===== config.mk =====
export PLATFORM = sky130hd
export DESIGN_NAME = seg7_scan_ctrl
export DESIGN_NICKNAME = d
export VERILOG_FILES = /design/src/rtl/seg7_scan_ctrl.sv
export SDC_FILE = /design/constraint.sdc
export NUM_CORES = 1
export LEC_CHECK = 0
export CELL_PAD_IN_SITES_DETAIL_PLACEMENT = 1
export CELL_PAD_IN_SITES_GLOBAL_PLACEMENT = 2
export CORE_MARGIN = 2
export CORE_UTILIZATION = 45
export CTS_BUF_LIST = sky130_fd_sc_hd__clkbuf_8
export CTS_CLUSTER_SIZE = 12
export DETAILED_ROUTE_END_ITERATION = 12
export DONT_BUFFER_PORTS = 1
export GPL_ROUTABILITY_DRIVEN = 0
export PLACE_DENSITY = 0.95
export SLEW_MARGIN = 15
export SYNTH_ARGS = -nofsm -noshare
export SYNTH_HDL_FRONTEND = slang
export SYNTH_SLANG_ARGS = --single-unit

===== constraint.sdc =====
create_clock -name clk -period 5 [get_ports clk]
set_clock_uncertainty 0.1 [all_clocks]
set_input_delay 1.25 -clock clk [delete_from_list [all_inputs] [get_ports clk]]
set_output_delay 1.25 -clock clk [all_outputs]
set_load 0.02 [all_outputs]

===== src/rtl/seg7_scan_ctrl.sv =====
// Time-multiplexed scan controller for a common-anode multi-digit 7-segment display.
// Define LEADING_ZERO_BLANK_EN to suppress leading zeros on every digit except digit 0.
module seg7_scan_ctrl #(
  parameter int unsigned NUM_DIGITS   = 4,
  parameter int unsigned SCAN_DIV     = 1000,
  parameter int unsigned BLANK_CYCLES = 16
) (
  input  logic                    clk,
  input  logic                    rst,
  input  logic                    load,
  input  logic [4*NUM_DIGITS-1:0] digits_in,
  output logic [6:0]              seg,
  output logic [NUM_DIGITS-1:0]   an,
  output logic [NUM_DIGITS-1:0]   err,
  output logic                    frame_start
);

  localparam int unsigned CNT_MAX = (SCAN_DIV > BLANK_CYCLES) ? SCAN_DIV : BLANK_CYCLES;
  localparam int unsigned CNT_W   = $clog2(CNT_MAX);
  localparam int unsigned IDX_W   = $clog2(NUM_DIGITS);

  typedef enum logic {ST_BLANK, ST_SHOW} state_e;

  state_e                  state_q, state_d;
  logic [CNT_W-1:0]        cnt_q, cnt_d;
  logic [IDX_W-1:0]        idx_q, idx_d;
  logic [4*NUM_DIGITS-1:0] shadow_q, shadow_d;
  logic [4*NUM_DIGITS-1:0] active_q, active_d;
  logic [6:0]              seg_q, seg_d;
  logic [NUM_DIGITS-1:0]   an_q, an_d;
  logic [NUM_DIGITS-1:0]   err_q, err_d;
  logic                    frame_start_q, frame_start_d;
  logic                    frame_wrap;
  logic [3:0]              cur_digit;
  logic [NUM_DIGITS-1:0]   lz_mask;

  function automatic logic [6:0] decode(input logic [3:0] d);
    case (d)
      4'd0:    decode = 7'b1000000;
      4'd1:    decode = 7'b1111001;
      4'd2:    decode = 7'b0100100;
      4'd3:    decode = 7'b0110000;
      4'd4:    decode = 7'b0011001;
      4'd5:    decode = 7'b0010010;
      4'd6:    decode = 7'b0000010;
      4'd7:    decode = 7'b1111000;
      4'd8:    decode = 7'b0000000;
      4'd9:    decode = 7'b0010000;
      default: decode = 7'b0111111;
    endcase
  endfunction

  // NOTE: state flops use non-blocking assignments so every register samples pre-edge values.
  always_ff @(posedge clk) begin
    if (rst) begin
      state_q       <= ST_BLANK;
      cnt_q         <= '0;
      idx_q         <= '0;
      shadow_q      <= '0;
      active_q      <= '0;
      seg_q         <= 7'b1111111;
      an_q          <= '1;
      err_q         <= '0;
      frame_start_q <= 1'b0;
    end else begin
      state_q       <= state_d;
      cnt_q         <= cnt_d;
      idx_q         <= idx_d;
      shadow_q      <= shadow_d;
      active_q      <= active_d;
      seg_q         <= seg_d;
      an_q          <= an_d;
      err_q         <= err_d;
      frame_start_q <= frame_start_d;
    end
  end

  // NOTE: every combinational output gets a default first so no latch is inferred.
  always_comb begin
    state_d    = state_q;
    cnt_d      = cnt_q + CNT_W'(1);
    idx_d      = idx_q;
    active_d   = active_q;
    frame_wrap = 1'b0;
    shadow_d   = load ? digits_in : shadow_q;
    case (state_q)
      ST_BLANK: begin
        if (cnt_q == CNT_W'(BLANK_CYCLES - 1)) begin
          state_d = ST_SHOW;
          cnt_d   = '0;
        end
      end
      default: begin
        if (cnt_q == CNT_W'(SCAN_DIV - 1)) begin
          state_d = ST_BLANK;
          cnt_d   = '0;
          if (idx_q == IDX_W'(NUM_DIGITS - 1)) begin
            idx_d      = '0;
            frame_wrap = 1'b1;
            // A load on this same edge lands in shadow and waits a full frame.
            active_d   = shadow_q;
          end else begin
            idx_d = idx_q + IDX_W'(1);
          end
        end
      end
    endcase
  end

`ifdef LEADING_ZERO_BLANK_EN
  always_comb begin
    logic all_zero;
    lz_mask  = '0;
    all_zero = 1'b1;
    for (int i = NUM_DIGITS - 1; i >= 1; i--) begin
      all_zero   = all_zero && (active_d[4*i +: 4] == 4'd0);
      lz_mask[i] = all_zero;
    end
  end
`else
  assign lz_mask = '0;
`endif

  always_comb begin
    an_d          = '1;
    seg_d         = 7'b1111111;
    err_d         = err_q;
    frame_start_d = frame_wrap;
    cur_digit     = 4'(active_d >> {idx_d, 2'b00});
    if (frame_wrap) begin
      for (int i = 0; i < NUM_DIGITS; i++) begin
        err_d[i] = active_d[4*i +: 4] > 4'd9;
      end
    end
    if (state_d == ST_SHOW) begin
      an_d[idx_d] = 1'b0;
      seg_d       = lz_mask[idx_d] ? 7'b1111111 : decode(cur_digit);
    end
  end

  assign seg         = seg_q;
  assign an          = an_q;
  assign err         = err_q;
  assign frame_start = frame_start_q;

endmodule


# Word-level counts from Yosys, hierarchy flattened
# Memory sizes are Yosys's and may differ from the RTL's. A register that Yosys moved wholly into a read port is not among the register bits.
# Index checks and enable logic that the tools add are counted.
# W data, S select, Z words.
word_totals:
  regBits: 54
  rom_bits: 112
  in_bits: 19
  output_inout_bits: 16
  word_cells: 45
  n_memories: 1
op_classes:
  n_addsub: 2
  order_cmp: 6
  n_eq_ne: 3
  shift: 1
  muxes: 19
  n_bitwise: 2
  reduce_logical: 3
memory_table:
  columns: ["memory", "words", "word_bits", "rd", "rd_clocked_by_memory_dff", "wr", "line", "rtl"]
  rows:
  - ["(no name shown)", 16, 7, 1, 1, 0, "38", "case (d)"]
ops:
  columns: ["op", "count"]
  rows:
  - ["$mux W16", 3]
  - ["$mux W10", 3]
  - ["$gt A4 B4 Y1 const B", 4]
  - ["$shr A16 B4 Y4", 1]
  - ["$add A10 B1 Y10 const B", 1]
  - ["$eq A10 B10 Y1 const B", 1]
  - ["$eq A10 B4 Y1 const B", 1]
  - ["$mux W1", 8]
  - ["$mux W2", 3]
  - ["$not A4 Y4", 1]
  - ["$lt A2 B3 Y1 const B", 1]
  - ["$reduce_or A3 Y1", 1]
  - ["$add A2 B1 Y2 const B", 1]
  - ["$bmux W1 S2", 1]
  - ["$demux W1 S2", 1]
  - ["$eq A2 B2 Y1 const B", 1]
  - ["$ge A2 B1 Y1 const B", 1]
  - ["$reduce_or A2 Y1", 1]
  - ["$logic_and A1 B1 Y1", 1]
  - ["$not A1 Y1", 1]

# Logic depth before layout (Yosys ltp)
# Gate-level depths: netlist of run 1.
logic_depth:
  word_depth: 9
  ltp_mapped: 12
  mapped_depth_nobuf: 11

# Worst setup path after synthesis of run 1
# No wires, ideal clock.
synth_path:
  path_kind: "in2reg"
  from: "input port load"
  to: "register shadow_q[5]"
  setup_ps: 128
  arrival_ps: 2312
  t_required_ps: 4772
  setup_slack_ps: 2461
  stages: 4
  n_path_buf: 2
  path_cell_list: "clkbuf_1 > clkbuf_1 > mux2i_1 > nor2_1"
synth_rtl:
  columns: ["item", "line", "rtl"]
  rows:
  - ["from (decl)", "10", "input logic load,"]
  - ["to (signal assigned)", "69", "shadow_q <= shadow_d;"]
  - ["to (decl)", "27", "logic [4*NUM_DIGITS-1:0] shadow_q, shadow_d;"]

# Final worst setup path of run 1
layout_path:
  from: "register cnt_q[0]"
  to: "register seg_q[3], in the netlist seg[3]"
layout_via:
  elab_chain_len: 6
  word_cells_on_any_way: 14
  classes_between: "2 x eq/ne; 1 x shift; 9 x mux; 1 x bitwise; 1 x reduce/logical"
layout_lines:
  columns: ["item", "line", "rtl"]
  rows:
  - ["from (decl)", "25", "logic [CNT_W-1:0] cnt_q, cnt_d;"]
  - ["from (signal assigned)", "67", "cnt_q <= cnt_d;"]
  - ["$eq A10 B10 Y1", "94", "if (cnt_q == CNT_W'(SCAN_DIV - 1)) begin"]
  - ["$mux W2", "94", null]
  - ["$mux W2", "86", "case (state_q)"]
  - ["$bmux W1 S2", "137", "seg_d = lz_mask[idx_d] ? 7'b1111111 : decode(cur_digit);"]
  - ["$mux W1 (implied by the code)", "137", null]
  - ["$reduce_or A3 Y1 (no source line)", null, null]
  - ["to (decl)", "29", "logic [6:0] seg_q, seg_d;"]
# Several ways; a longest one is shown, not always the timed one. The select of a mux whose other input is x is not followed.
# A chain may end at the register's enable or synchronous reset.

==> results of run 1 <==
-- cells in the mapped netlist (all sizes together) --
| library cell | n | area [um^2] |
|---|---|---|
| dfxtp | 61 | 1220 |
| nor2 | 59 | 221 |
| mux2i | 46 | 485 |
| a21oi | 10 | 53.8 |
| ha | 8 | 100 |
| inv | 8 | 30.0 |
| o21ai | 8 | 40.0 |
| clkbuf | 6 | 22.5 |
| buf | 5 | 35.0 |
| xnor2 | 5 | 43.8 |
| and3 | 4 | 30.0 |
| mux2 | 4 | 52.6 |
| nand3 | 4 | 20.0 |
| xor2 | 3 | 26.3 |
| and4 | 2 | 20.0 |
| nand2 | 2 | 7.51 |
| nand3b | 2 | 15.0 |
| nand4 | 2 | 42.5 |
| a21boi | 1 | 7.51 |
| and3b | 1 | 10.0 |
| and4b | 1 | 10.0 |
| nor2b | 1 | 6.26 |
| nor3 | 1 | 5.00 |
| nor3b | 1 | 12.5 |
| nor4 | 1 | 6.26 |
| o21a | 1 | 7.51 |
| or3 | 1 | 6.26 |
-- power breakdown --
part	internal (mW)	leakage (nW)	switching, mW
clock network	0.333	0.120	0.204
logic	0.0106	0.729	0.00752
registers	0.495	0.496	0.00808
-- layer usage --
metal	part of all wire, %	routed length (um)	GRT usage, %	up-vias
li1	-	-	-	840
met4	1.4	72	6.72	0
met2	49	2470	29.0	37
met5	0	0	0	-
met3	5.5	276	8.07	9
met1	44	2180	19.9	816
-- per-stage QoR --
step | hold WS [ps] | total power [mW] | worst slack, ps
4_1_cts | 354 | 1.07 | 1930
2_1_floorplan | 313 | 0.534 | 2460
6_report | 348 | 1.06 | 1950
3_5_place_dp | 344 | 0.533 | 1960
5_1_grt | 386 | 1.10 | 1640
3_3_place_gp | 323 | 0.532 | 2080
-- worst max-delay path by stage --
stage | startpoint | to | cells past startpoint
3_3_place_gp | cnt_q[0] | seg[6] | 11
6_report | cnt_q[0] | seg[3] | 10
2_1_floorplan | load | shadow_q[5] | 4
5_1_grt | cnt_q[0] | seg[3] | 10
3_5_place_dp | idx_q[1] | seg[3] | 10
4_1_cts | cnt_q[0] | seg[3] | 10
-- layout make-up --
| type | count | area, um^2 | area share, % |
|---|---|---|---|
| inverter | 8 | 30.0 | 1.07 |
| sequential | 61 | 1220 | 43.3 |
| clock inverter | 7 | 124 | 4.39 |
| multi-input combinational | 168 | 1230 | 43.6 |
| tap | 72 | 90.1 | 3.20 |
| clock buffer | 9 | 124 | 4.39 |
-- state kept, by name, indices dropped and copies added, names as in the netlist --
register	cells
active_q	16
err	4
cnt_q	10
shadow_q	16
an	4
idx_q	2
seg	7
frame_start	1
state_q	1
-- critical path, cell delays in order (launching register included) --
cell and delay [ps]:
sky130_fd_sc_hd__dfxtp_1 350, sky130_fd_sc_hd__ha_1 210, sky130_fd_sc_hd__and4_4 260, sky130_fd_sc_hd__nand4_4 420, sky130_fd_sc_hd__mux2i_1 370, sky130_fd_sc_hd__mux2i_1 120, sky130_fd_sc_hd__mux2i_1 430, sky130_fd_sc_hd__inv_1 160
sky130_fd_sc_hd__ha_1 230, sky130_fd_sc_hd__mux2i_1 170, sky130_fd_sc_hd__a21oi_1 90
-- kinds of logic (layout without fill, tap and decap cells) --
family	after synthesis	in the layout	share of synthesized area [%]
flip-flops	61	61	48.1
multiplexers	50	50	21.2
adder cells (fa/ha/maj)	8	8	3.94
buffers and inverters	19	24	3.45
AND/OR/NAND/NOR	82	82	16.3
XOR/XNOR	8	8	2.76
AO/OA/AOI/OAI	20	20	4.29
==> run summary, run 1 <==
Hold Fails Final Rpt - 0
PortBufs - 0
number of slew-limit violations in the final report - 0
ratio of cells with drive above 1 in the final layout - 11.5%
fraction of the cycle the final worst path needs - 61.1%
endpoint with the worst hold slack - cnt_q[0]
number of resized instances in the post-cts repair step - 0
hold-fix buffers at CTS - 0
die boundary height - 79.1 um
data required time of the worst path - 5120 ps
static leakage - 1.34 nW
flop and latch count out of synthesis - 61
share of the yosys chip area belonging to registers - 48.1%
die area - 0.00626 mm^2
critical path data arrival time - 3170 ps
CTS buffer count - 9
Total Neg Setup Slack - 0 ps
number of nets still failing antenna checks after routing - 0
Worst VDD drop - 0.000226 V
number of buffers on the longest clock path - 2
clock latency at the later pin of the worst-skew pair - 350 ps
routed vias - 1702
synthesized area per cell - 10.2 um^2
number of cells in the finished layout apart from fillers - 325
Initial Util - 46.4%
setup repair after global routing missed its margin - false
count of nets after finishing - 275
highest fanout seen on the critical path - 25
min cycle time layout - 3050 ps
row count - 27
largest net degree at the start of global routing - 41
routed wire length - 4990 um
Hold Crit Class - reg2reg
result of the run - completed
launching element type of the critical path - flip-flop
Congestion Overflow GR - 0
clock slew seen by the registers of the worst setup and hold paths - 70 ps
Top-Level Pins - 35
antenna violations before repair - 0
most common library cell in the layout ignoring fill and taps - sky130_fd_sc_hd__dfxtp_1
H-tree levels - 3
drc violations - 0
number of cells in the design after placement - 309
nature of the critical path endpoint - flip-flop
Crit Reg-Reg Startpoint - cnt_q[0]
number of stages on the worst hold path - 1
slew at the pin closest to its max-slew limit - 743 ps
CTS Sinks - 61
FF-to-FF End - seg[3]
area of the mapped netlist - 0.00254 mm^2
final core utilization - 51.5%
post-route cell area - 0.00282 mm^2
average wire length per cell after detail routing - 15.4 um
launch point of the worst hold path - cnt_q[0]
critical setup path kind - reg2reg
buffers inserted by post-CTS timing repair - 0
TritonCTS clock tree - yes
mean number of vias per cell - 5.24
Max-Slew Margin vs Limit - 50.2%
core region area - 0.00547 mm^2
Syn Inst Count - 248
number of DRC markers in iteration 0 - 33
horizontal die dimension - 79.1 um
Netlist cell types - 35
filler cell count in the final layout - 631
Yosys warning count - 0
timing-limited maximum frequency - 327 MHz
TritonRoute pass-1 iters - 4
leading cell types in the layout, fill and taps excluded - sky130_fd_sc_hd__dfxtp_1 (61), sky130_fd_sc_hd__nor2_1 (59), sky130_fd_sc_hd__mux2i_1 (44)
wire length of the first global-routing pass - 8300 um
pwr dens - 376 mW/mm^2
Area after DPL - 0.00257 mm^2
Root Driver - sky130_fd_sc_hd__clkbuf_8
antenna diode instance count - 0
number of failing setup endpoints in the final timing report - 0
All-Layer GR Usage - 17.6%
synthesis-to-finish area growth - 11.0%
syn nets - 275
worst-case reg-to-reg path depth - 10
vias in the first global route - 1745
max-cap viol count - 0
Worst R2R Setup Slack - 1950 ps
HPWL after detailed placement - 3540 um
Note: power is estimated with default switching activity, not from simulation.
==> run 2, diff against run 1 <==
--- a/config.mk
+++ b/config.mk
@@ -8,13 +8,13 @@
 export CELL_PAD_IN_SITES_DETAIL_PLACEMENT = 1
 export CELL_PAD_IN_SITES_GLOBAL_PLACEMENT = 2
 export CORE_MARGIN = 2
-export CORE_UTILIZATION = 45
+export CORE_UTILIZATION = 37
 export CTS_BUF_LIST = sky130_fd_sc_hd__clkbuf_8
 export CTS_CLUSTER_SIZE = 12
 export DETAILED_ROUTE_END_ITERATION = 12
 export DONT_BUFFER_PORTS = 1
 export GPL_ROUTABILITY_DRIVEN = 0
-export PLACE_DENSITY = 0.95
+export PLACE_DENSITY = 0.86
 export SLEW_MARGIN = 15
 export SYNTH_ARGS = -nofsm -noshare
 export SYNTH_HDL_FRONTEND = slang
==> constraint.sdc (replaced) <==
create_clock -name clk -period 2.5 [get_ports clk]
set_clock_uncertainty 0.1 [all_clocks]
set_input_delay 0.625 -clock clk [delete_from_list [all_inputs] [get_ports clk]]
set_output_delay 0.625 -clock clk [all_outputs]
set_load 0.02 [all_outputs]
==> run 2 against run 1 <==
  * The flow now finishes with violations (setup timing)
  * Via count grew 4.4%
  * Combinational power up 150%
  * Final cell count rose by 10%
  * Critical path depth rose by 3
==> run summary, run 2 (same netlist as run 1, synthesis figures left out) <==
critical path, cell by cell - ha_4 > and4_4 > buf_4 > nand4_4 > buf_12 > mux2i_1 > mux2i_1 > mux2i_2 > buf_4 > ha_4 > inv_1 > mux2i_1 > a21oi_1
leading cell types in the layout, fill and taps excluded - sky130_fd_sc_hd__nor2_1 (58), sky130_fd_sc_hd__dfxtp_1 (58), sky130_fd_sc_hd__mux2i_1 (36)
Top cell by count, worst path - sky130_fd_sc_hd__mux2i_1
HPWL after detailed placement - 3580 um
TritonRoute pass-1 iters - 4
H-tree levels - 3
Max-Slew Margin vs Limit - 73.3%
Worst Setup Slack, final - -60.3 ps
Hold Crit Class - in2reg
setup repair after global routing missed its margin - true
Initial Util - 37.8%
Worst VDD drop - 0.000465 V
critical path data arrival time - 2680 ps
PortBufs - 0
min cycle time layout - 2560 ps
clock latency at the later pin of the worst-skew pair - 340 ps
count of nets after finishing - 301
antenna violations before repair - 0
Hold Fails Final Rpt - 0
filler cell count in the final layout - 746
antenna diode instance count - 0
timing-limited maximum frequency - 391 MHz
highest fanout seen on the critical path - 20
routed wire length - 5440 um
die area - 0.00754 mm^2
registers with the highest flip-flop counts - active_q: 16 flops, shadow_q: 16 flops, cnt_q: 10 flops
data required time of the worst path - 2620 ps
Top-Level Pins - 35
die boundary height - 86.8 um
number of buffers on the longest clock path - 2
pwr dens - 603 mW/mm^2
largest net degree at the start of global routing - 41
result of the run - finished, violations left
launching element type of the critical path - flip-flop
critical setup path kind - reg2reg
synthesis-to-finish area growth - 22.4%
slew at the pin closest to its max-slew limit - 392 ps
wire length of the first global-routing pass - 9000 um
routed vias - 1777
All-Layer GR Usage - 15.7%
fraction of the cycle the final worst path needs - 102%
nature of the critical path endpoint - flip-flop
Area after DPL - 0.00273 mm^2
average wire length per cell after detail routing - 15.2 um
Congestion Overflow GR - 0
max-cap viol count - 0
static leakage - 1.41 nW
total power draw - 1.87 mW
slowest stage cell on the critical path - sky130_fd_sc_hd__dfxtp_2
hold-fix buffers at CTS - 0
row count - 30
final core utilization - 46.3%
worst-case hold slack - 251 ps
number of slew-limit violations in the final report - 0
TritonCTS clock tree - yes
number of nets still failing antenna checks after routing - 0
post-route cell area - 0.00311 mm^2
clock slew seen by the registers of the worst setup and hold paths - 80 ps
vias in the first global route - 1802
CTS buffer count - 9
mean number of vias per cell - 4.95
core region area - 0.00672 mm^2
CTS Sinks - 61
ratio of cells with drive above 1 in the final layout - 27.2%
horizontal die dimension - 86.8 um
drc violations - 0
Root Driver - sky130_fd_sc_hd__clkbuf_8
Total Neg Setup Slack - -187 ps
number of failing setup endpoints in the final timing report - 5
max incr delay on CP - 350 ps
number of DRC markers in iteration 0 - 53
failing checks - setup timing
-- run 2: cell type report --
type,instances,area [um^2],share of cell area (%)
Timing Repair Buffer,26,223,7.17
Clock inverter,5,35.0,1.13
Sequential cell,61,1220,39.4
Clock buffer,11,151,4.87
Inverter,8,30.0,0.966
Tap cell,80,100,3.22
Multi-Input combinational cell,168,1340,43.2
-- run 2: report_power, final --
part           leakage, nW  switching [mW]  internal [mW]  total [mW]
clock               0.0953           0.405          0.413       0.818
sequential           0.497          0.0200          0.992        1.01
combinational        0.816          0.0170         0.0280      0.0450
total                 1.41           0.442           1.43        1.87
-- run 2: metrics by stage --
step / setup slack (ps) / std cells
floorplan: 26.6 / 248
global placement: -65.5 / 335
detailed placement: -164 / 335
CTS: -35.9 / 358
global route: -208 / 359
finish: -60.3 / 359
-- run 2: final timing paths --
kind | from | to | slack, ps | depth (start not counted)
worst max register to register | cnt_q[1] | seg[5] | -60 | 13
worst min register to register | active_q[2] | active_q[2] | 400 | 2
worst max-delay path | cnt_q[1] | seg[5] | -60 | 13
worst min-delay path | rst | idx_q[0] | 250 | 1
-- run 2: what timing repair did --
action                                  CTS  global route
cloned                                    0             0
setup buffers                             7             2
endpoints found under the setup margin    6             7
pin swaps                                 5             1
resized for setup                        20            12
-- run 2: layer usage --
metal | up-vias | GRT usage (%) | routed length, um | part of all wire (%)
met2 | 33 | 25.3 | 2720 | 50
met1 | 849 | 18.9 | 2400 | 44
li1 | 885 | - | - | -
met5 | - | 0 | 0 | 0
met3 | 10 | 5.90 | 241 | 4.4
met4 | 0 | 6.11 | 72 | 1.3
-- run 2: worst max-delay path: cells and delay by family, from the launching register on --
kind / cells / cell delay (ps)
AO/OA/AOI/OAI: 1 / 80
adder cells (fa/ha/maj): 2 / 260
buffers and inverters: 4 / 530
flip-flops: 1 / 350
multiplexers: 4 / 800
AND/OR/NAND/NOR: 2 / 310
